--- src/rtl/riscv_v_pkg.sv ---
// ============================================================
// Package : riscv_v_pkg
// Brief   : Vector ISA constants shared across the vector unit.
// Revision: 1.0
// ============================================================
`default_nettype none

package riscv_v_pkg;

  localparam int VLEN = 128;

endpackage : riscv_v_pkg

`default_nettype wire

--- src/rtl/dragonfang_pkg.sv ---
// ============================================================
// Package : dragonfang_pkg
// Brief   : Writeback entry type and vd address width.
// Revision: 1.0
// ============================================================
`default_nettype none

package dragonfang_pkg;

  import riscv_v_pkg::*;

  localparam int VD_ADDR_W = 5;

  typedef struct packed {
    logic [VD_ADDR_W-1:0] vd_address;
    logic [VLEN-1:0]      data;
  } wb_entry_t;

endpackage : dragonfang_pkg

`default_nettype wire

--- src/rtl/vector_writeback_fifo.sv ---
// ============================================================
// Module  : vector_writeback_fifo
// Brief   : DEPTH x wb_entry_t synchronous FIFO, first-word fall-through.
// Revision: 1.0
// ============================================================
`default_nettype none

module vector_writeback_fifo
  import dragonfang_pkg::*;
#(
  parameter int DEPTH = 4
) (
  input  logic                   clock,
  input  logic                   reset_n,
  input  logic                   flush,
  input  logic                   push,
  input  wb_entry_t              push_entry,
  input  logic                   pop,
  output logic                   head_valid,
  output wb_entry_t              head,
  output logic [$clog2(DEPTH):0] count
);

  localparam int c_PTR_W = $clog2(DEPTH);
  localparam int c_CNT_W = $clog2(DEPTH) + 1;
  localparam logic [c_CNT_W-1:0] c_FULL = c_CNT_W'(DEPTH);

  wb_entry_t          r_mem [DEPTH];
  logic [c_PTR_W-1:0] r_wr_ptr;
  logic [c_PTR_W-1:0] r_rd_ptr;
  logic [c_CNT_W-1:0] r_count;

  always_ff @(posedge clock) begin
    if (!reset_n || flush) begin
      r_wr_ptr <= '0;
      r_rd_ptr <= '0;
      r_count  <= '0;
    end else begin
      if (push) begin
        r_wr_ptr <= r_wr_ptr + c_PTR_W'(1);
      end
      if (pop) begin
        r_rd_ptr <= r_rd_ptr + c_PTR_W'(1);
      end
      case ({push, pop})
        2'b10:   r_count <= r_count + c_CNT_W'(1);
        2'b01:   r_count <= r_count - c_CNT_W'(1);
        default: r_count <= r_count;
      endcase
    end
  end

  // Storage carries no reset; stale slots are hidden by the zero-count mask below.
  always_ff @(posedge clock) begin
    if (push && reset_n && !flush) begin
      r_mem[r_wr_ptr] <= push_entry;
    end
  end

  always_comb begin
    head_valid = (r_count != '0);
    head       = '0;
    if (head_valid) begin
      head = r_mem[r_rd_ptr];
    end
  end

  assign count = r_count;

`ifndef SYNTHESIS
  a_no_overflow : assert property (
    @(posedge clock) disable iff (!reset_n || flush)
      !(push && !pop && (r_count == c_FULL))
  );
`endif

endmodule : vector_writeback_fifo

`default_nettype wire

--- src/rtl/blk_6ef2cf.sv ---
// ============================================================
// Module  : blk_6ef2cf
// Brief   : Vector FP sqrt writeback buffer: issue tracking, credits, FIFO drain.
// Revision: 1.0
// ============================================================
`default_nettype none

module blk_6ef2cf
  import riscv_v_pkg::*;
  import dragonfang_pkg::*;
#(
  parameter int DEPTH   = 4,
  parameter int LATENCY = 2
) (
  input  logic                 clock,
  input  logic                 reset_n,
  input  logic                 flush,
  input  logic                 issue_valid,
  input  logic [VD_ADDR_W-1:0] issue_vd_address,
  output logic                 issue_ready,
  input  logic [VLEN-1:0]      result,
  output logic                 wb_valid,
  input  logic                 wb_ready,
  output logic [VD_ADDR_W-1:0] wb_vd_address,
  output logic [VLEN-1:0]      wb_data
);

  localparam int c_CNT_W = $clog2(DEPTH) + 1;
  localparam int c_SUM_W = $clog2(DEPTH + LATENCY + 1) + 1;
  localparam logic [c_SUM_W-1:0] c_DEPTH_SUM = c_SUM_W'(DEPTH);

  logic [LATENCY-1:0]   r_dl_valid;
  logic [VD_ADDR_W-1:0] r_dl_addr [LATENCY];

  logic                 w_accept;
  logic                 w_push;
  logic                 w_pop;
  logic [c_SUM_W-1:0]   w_inflight;
  logic [c_SUM_W-1:0]   w_occupancy;
  logic [c_CNT_W-1:0]   w_fifo_count;
  logic                 w_head_valid;
  wb_entry_t            w_push_entry;
  wb_entry_t            w_head;

  assign w_accept = issue_valid && issue_ready;

  always_ff @(posedge clock) begin
    if (!reset_n || flush) begin
      r_dl_valid <= '0;
    end else begin
      r_dl_valid[0] <= w_accept;
      for (int k = 1; k < LATENCY; k++) begin
        r_dl_valid[k] <= r_dl_valid[k-1];
      end
    end
  end

  // Addresses are qualified by the valids, so they need no reset.
  always_ff @(posedge clock) begin
    r_dl_addr[0] <= issue_vd_address;
    for (int k = 1; k < LATENCY; k++) begin
      r_dl_addr[k] <= r_dl_addr[k-1];
    end
  end

  // Credits count both buffered and in-flight results, so the FIFO never overflows.
  always_comb begin
    w_inflight = '0;
    for (int k = 0; k < LATENCY; k++) begin
      w_inflight = w_inflight + c_SUM_W'(r_dl_valid[k]);
    end
    w_occupancy = c_SUM_W'(w_fifo_count) + w_inflight;
    issue_ready = (w_occupancy < c_DEPTH_SUM);
  end

  always_comb begin
    w_push                  = r_dl_valid[LATENCY-1];
    w_push_entry.vd_address = r_dl_addr[LATENCY-1];
    w_push_entry.data       = result;
    w_pop                   = w_head_valid && wb_ready;
  end

  vector_writeback_fifo #(
    .DEPTH (DEPTH)
  ) u_fifo (
    .clock      (clock),
    .reset_n    (reset_n),
    .flush      (flush),
    .push       (w_push),
    .push_entry (w_push_entry),
    .pop        (w_pop),
    .head_valid (w_head_valid),
    .head       (w_head),
    .count      (w_fifo_count)
  );

  assign wb_valid      = w_head_valid;
  assign wb_vd_address = w_head.vd_address;
  assign wb_data       = w_head.data;

endmodule : blk_6ef2cf

`default_nettype wire

--- config.mk ---
export PLATFORM = sky130hd
export DESIGN_NAME = blk_6ef2cf
export DESIGN_NICKNAME = d
export VERILOG_FILES = /design/src/rtl/riscv_v_pkg.sv /design/src/rtl/dragonfang_pkg.sv /design/src/rtl/vector_writeback_fifo.sv /design/src/rtl/blk_6ef2cf.sv
export SDC_FILE = /design/constraint.sdc
export NUM_CORES = 1
export LEC_CHECK = 0
export BUFFER_PORTS_ARGS = -buffer_cell sky130_fd_sc_hd__buf_2
export CORE_ASPECT_RATIO = 1.5
export CORE_MARGIN = 4
export CORE_UTILIZATION = 50
export CTS_CLUSTER_DIAMETER = 200
export CTS_CLUSTER_SIZE = 8
export DETAILED_ROUTE_END_ITERATION = 8
export GPL_ROUTABILITY_DRIVEN = 0
export PLACE_DENSITY = 0.71
export SLEW_MARGIN = 20
export SYNTH_ARGS = -nofsm -noshare
export SYNTH_HDL_FRONTEND = slang
export SYNTH_SLANG_ARGS = --single-unit
export TNS_END_PERCENT = 5
--- constraint.sdc ---
create_clock -name clock -period 6.05 [get_ports clock]
set_clock_uncertainty 0.15 [all_clocks]
set_input_delay 0.9075 -clock clock [delete_from_list [all_inputs] [get_ports clock]]
set_output_delay 0.9075 -clock clock [all_outputs]
set_load 0.005 [all_outputs]
==> results.yml <==
clocking:
  cts-resized-gates: 0
  cts_hold_buffers: 0
  cts_max_level: 3
  clk_pin_slew_worst_setup_hold_paths_ns: 0.05
  clock-sinks: 553
  insertion_delay_ns: 0.58
  cts_setup_buffers: 0
  tritoncts: "yes"
  tritoncts.num_buffers: 79
  maximum_count_of_clock_buffers_along_a_single_path: 3
  cts_root_buf: "clkbuf_16"
worst_setup_path:
  wp_data_arrival_ns: 2.91
  worst-path-max-fanout: 65
  timing_worst_setup_path_type: "reg2out"
  path_cells: "buf_4 -> mux4_2 -> and2_1 -> buf_2"
  worst_setup_path_end_kind: "primary output"
  timing.reg2reg.setup_slack_ns: 3.58
  timing.critical_path.required_ns: 4.99
  timing.critical_path.from_type: "register"
  cpMaxStageDelayCell: "dfxtp_4"
  max_stage_delay_ns: 1.06
floorplanning:
  initial_utilization_pct: 50.6
  design.core.area_um2: 41100
  number_of_cell_rows: 91
  die_area_um2: 45000
  die_w_um: 175
  num_io_pins: 273
  chipHeight_um: 258
sta:
  fin_tns_setup_ns: 0
  timing.final.crit_period_ns: 3.97
  final_min_period_over_clock_period_pct: 65.5
  final-setup-viol-count: 0
  timing.slew.headroom_pct: 27.3
  final_hold_viol_count: 0
  rsz0062_at_grt: "no"
  finalMaxSlewViolations: 0
  hold_ws_ns: 0.171
  worst_slew_pin_slew_ns: 1.09
  fmax_mhz: 252
grt:
  grt-ovfl-total: 0
  first_global_vias: 11044
  track_usage_pct: 18.4
  global_route_wire_length_before_repair_mm: 63.1
  grt_max_degree: 134
  grt_antenna_before_repair: 7
place:
  dp_hpwl_mm: 22.7
  postPlaceCellArea_um2: 22800
  port_buffers: 272
route:
  dr.pass1.iters: 5
  num_vias: 9860
  wl_per_cell_um: 22.3
  ant_nets: 0
  dr.first_iter.drc_count: 573
  count_of_unresolved_drc_violations_after_routing: 0
  routed_wire_length_mm: 41.0
  post_drt_via_cell_ratio: 5.35
power:
  worst_ir_drop_vdd_uv: 250
  overall_power_after_layout_mw: 8.29
  static-leakage-power_nw: 8.62
  power_per_unit_of_standard_cell_area_nw_per_um2: 330
cells_and_area:
  drive_gt1_share_pct: 39.9
  post_route_cell_area_um2: 25100
  fin_nets: 1374
  area_growth_syn_to_layout_pct: 20.7
  nFillCells: 2934
min_path:
  hold_class: "reg2reg"
yosys:
  mappedNetlistArea_um2: 20800
  synth_nets: 1056
  synth-warning-count: 0
  yosysSeqAreaShare_pct: 78.8
  synthesis.area_per_instance_um2: 22.8
  syn_inst: 911
  postSynthRegisterBits: 553
  ys_types: 23
outcome:
  result_of_the_run: "complete, no violations"
run:
  timing.max_cap.violations: 0
-- path summary, 6_finish.rpt --
check,startpoint,end,depth (start not counted)
worst max register to register,u_fifo.r_wr_ptr[0],u_fifo.r_mem[2][5],4
worst max-delay path,register,wb_data[111],4
worst min-delay path,r_dl_addr[0][2],r_dl_addr[0][7],0
worst min register to register,r_dl_addr[0][2],r_dl_addr[0][7],0
-- worst max-delay path, delay by kind of cell, from the launching register on --
family / cells / cell delay, ns
simple gates: 1 / 0.18
mux: 1 / 0.38
buf+inv: 2 / 0.66
flops: 1 / 1.06
-- registers in the layout, summed over array words and instances (netlist names), named ones only --
register         cells
u_fifo.r_mem       532
r_dl_addr           10
u_fifo.count         3
r_dl_valid           2
u_fifo.r_rd_ptr      2
u_fifo.r_wr_ptr      2
-- logic make-up (layout without fill, tap and decap cells) --
logic type	after synthesis	in the layout	share of synthesized area [%]
AO/OA/AOI/OAI	7	7	0.211
XOR/XNOR	5	5	0.211
adder cells (fa/ha/maj)	7	7	0.457
buffers and inverters	54	423	1.40
flip-flops	553	553	78.8
multiplexers	134	134	14.4
other	0	4	0
AND/OR/NAND/NOR	151	151	4.45
-- layer usage --
metal | global-route usage, % | up-vias | part of all wire, %
met4 | 5.02 | 4 | 1.6
met5 | 0 | - | 0.051
met1 | 22.9 | 5154 | 39
li1 | - | 4362 | -
met3 | 4.91 | 50 | 6.5
met2 | 32.1 | 290 | 53
-- metrics by stage --
step                utilization [%]  std cells  setup slack (ns)
CTS                            61.0       1837              1.90
global placement               55.4       1705              2.50
floorplan                         -        911              1.13
finish                         61.1       1842              2.08
global route                   61.1       1838              1.94
detailed placement             55.4       1705              2.51
-- power breakdown --
| group | leakage [nW] | switching, mW | internal [mW] | total (mW) |
|---|---|---|---|---|
| combinational | 2.57 | 0.0584 | 0.0448 | 0.103 |
| sequential | 4.96 | 0.00337 | 4.21 | 4.21 |
| clock | 1.09 | 1.50 | 2.47 | 3.97 |
-- Yosys cell counts (all sizes together) --
cell type,count,area (um^2)
a21o,1,7.51
a21oi,3,15.0
and2,134,838
and3,5,31.3
buf,25,181
clkbuf,22,82.6
dfxtp,21,420
edfxtp,532,16000
fa,1,20.0
ha,6,75.1
inv,7,26.3
mux2i,1,10.0
mux4,133,3000
nand2b,1,6.26
nor2,8,30.0
nor2b,1,6.26
o21ai,1,5.00
o311ai,1,8.76
o31ai,1,7.51
or3,2,12.5
xnor2,1,8.76
xor2,4,35.0
-- area by class of cell --
| cell class | instances | area, um^2 | share of cell area [%] |
|---|---|---|---|
| diodes | 4 | 10.0 | 0.0399 |
| clock buffers | 126 | 2200 | 8.74 |
| flip-flops and latches | 553 | 16400 | 65.3 |
| inverters | 7 | 26.3 | 0.105 |
| multi-input cells | 304 | 4140 | 16.5 |
| repair buffers | 284 | 1550 | 6.16 |
| clock inverters | 6 | 92.6 | 0.369 |
| well taps | 558 | 698 | 2.78 |
-- cells in the final DEF (no fill, tap or decap), drive strengths merged, types with 2 or more instances in the layout --
master  count
buf       284
inv        10
dfxtp      21
diode       4
mux4      133
ha          6
xor2        4
and2      134
a21oi       3
clkbuf    126
clkinv      3
nor2        8
edfxtp    532
or3         2
and3        5
Note: power is estimated with default switching activity, not from simulation.
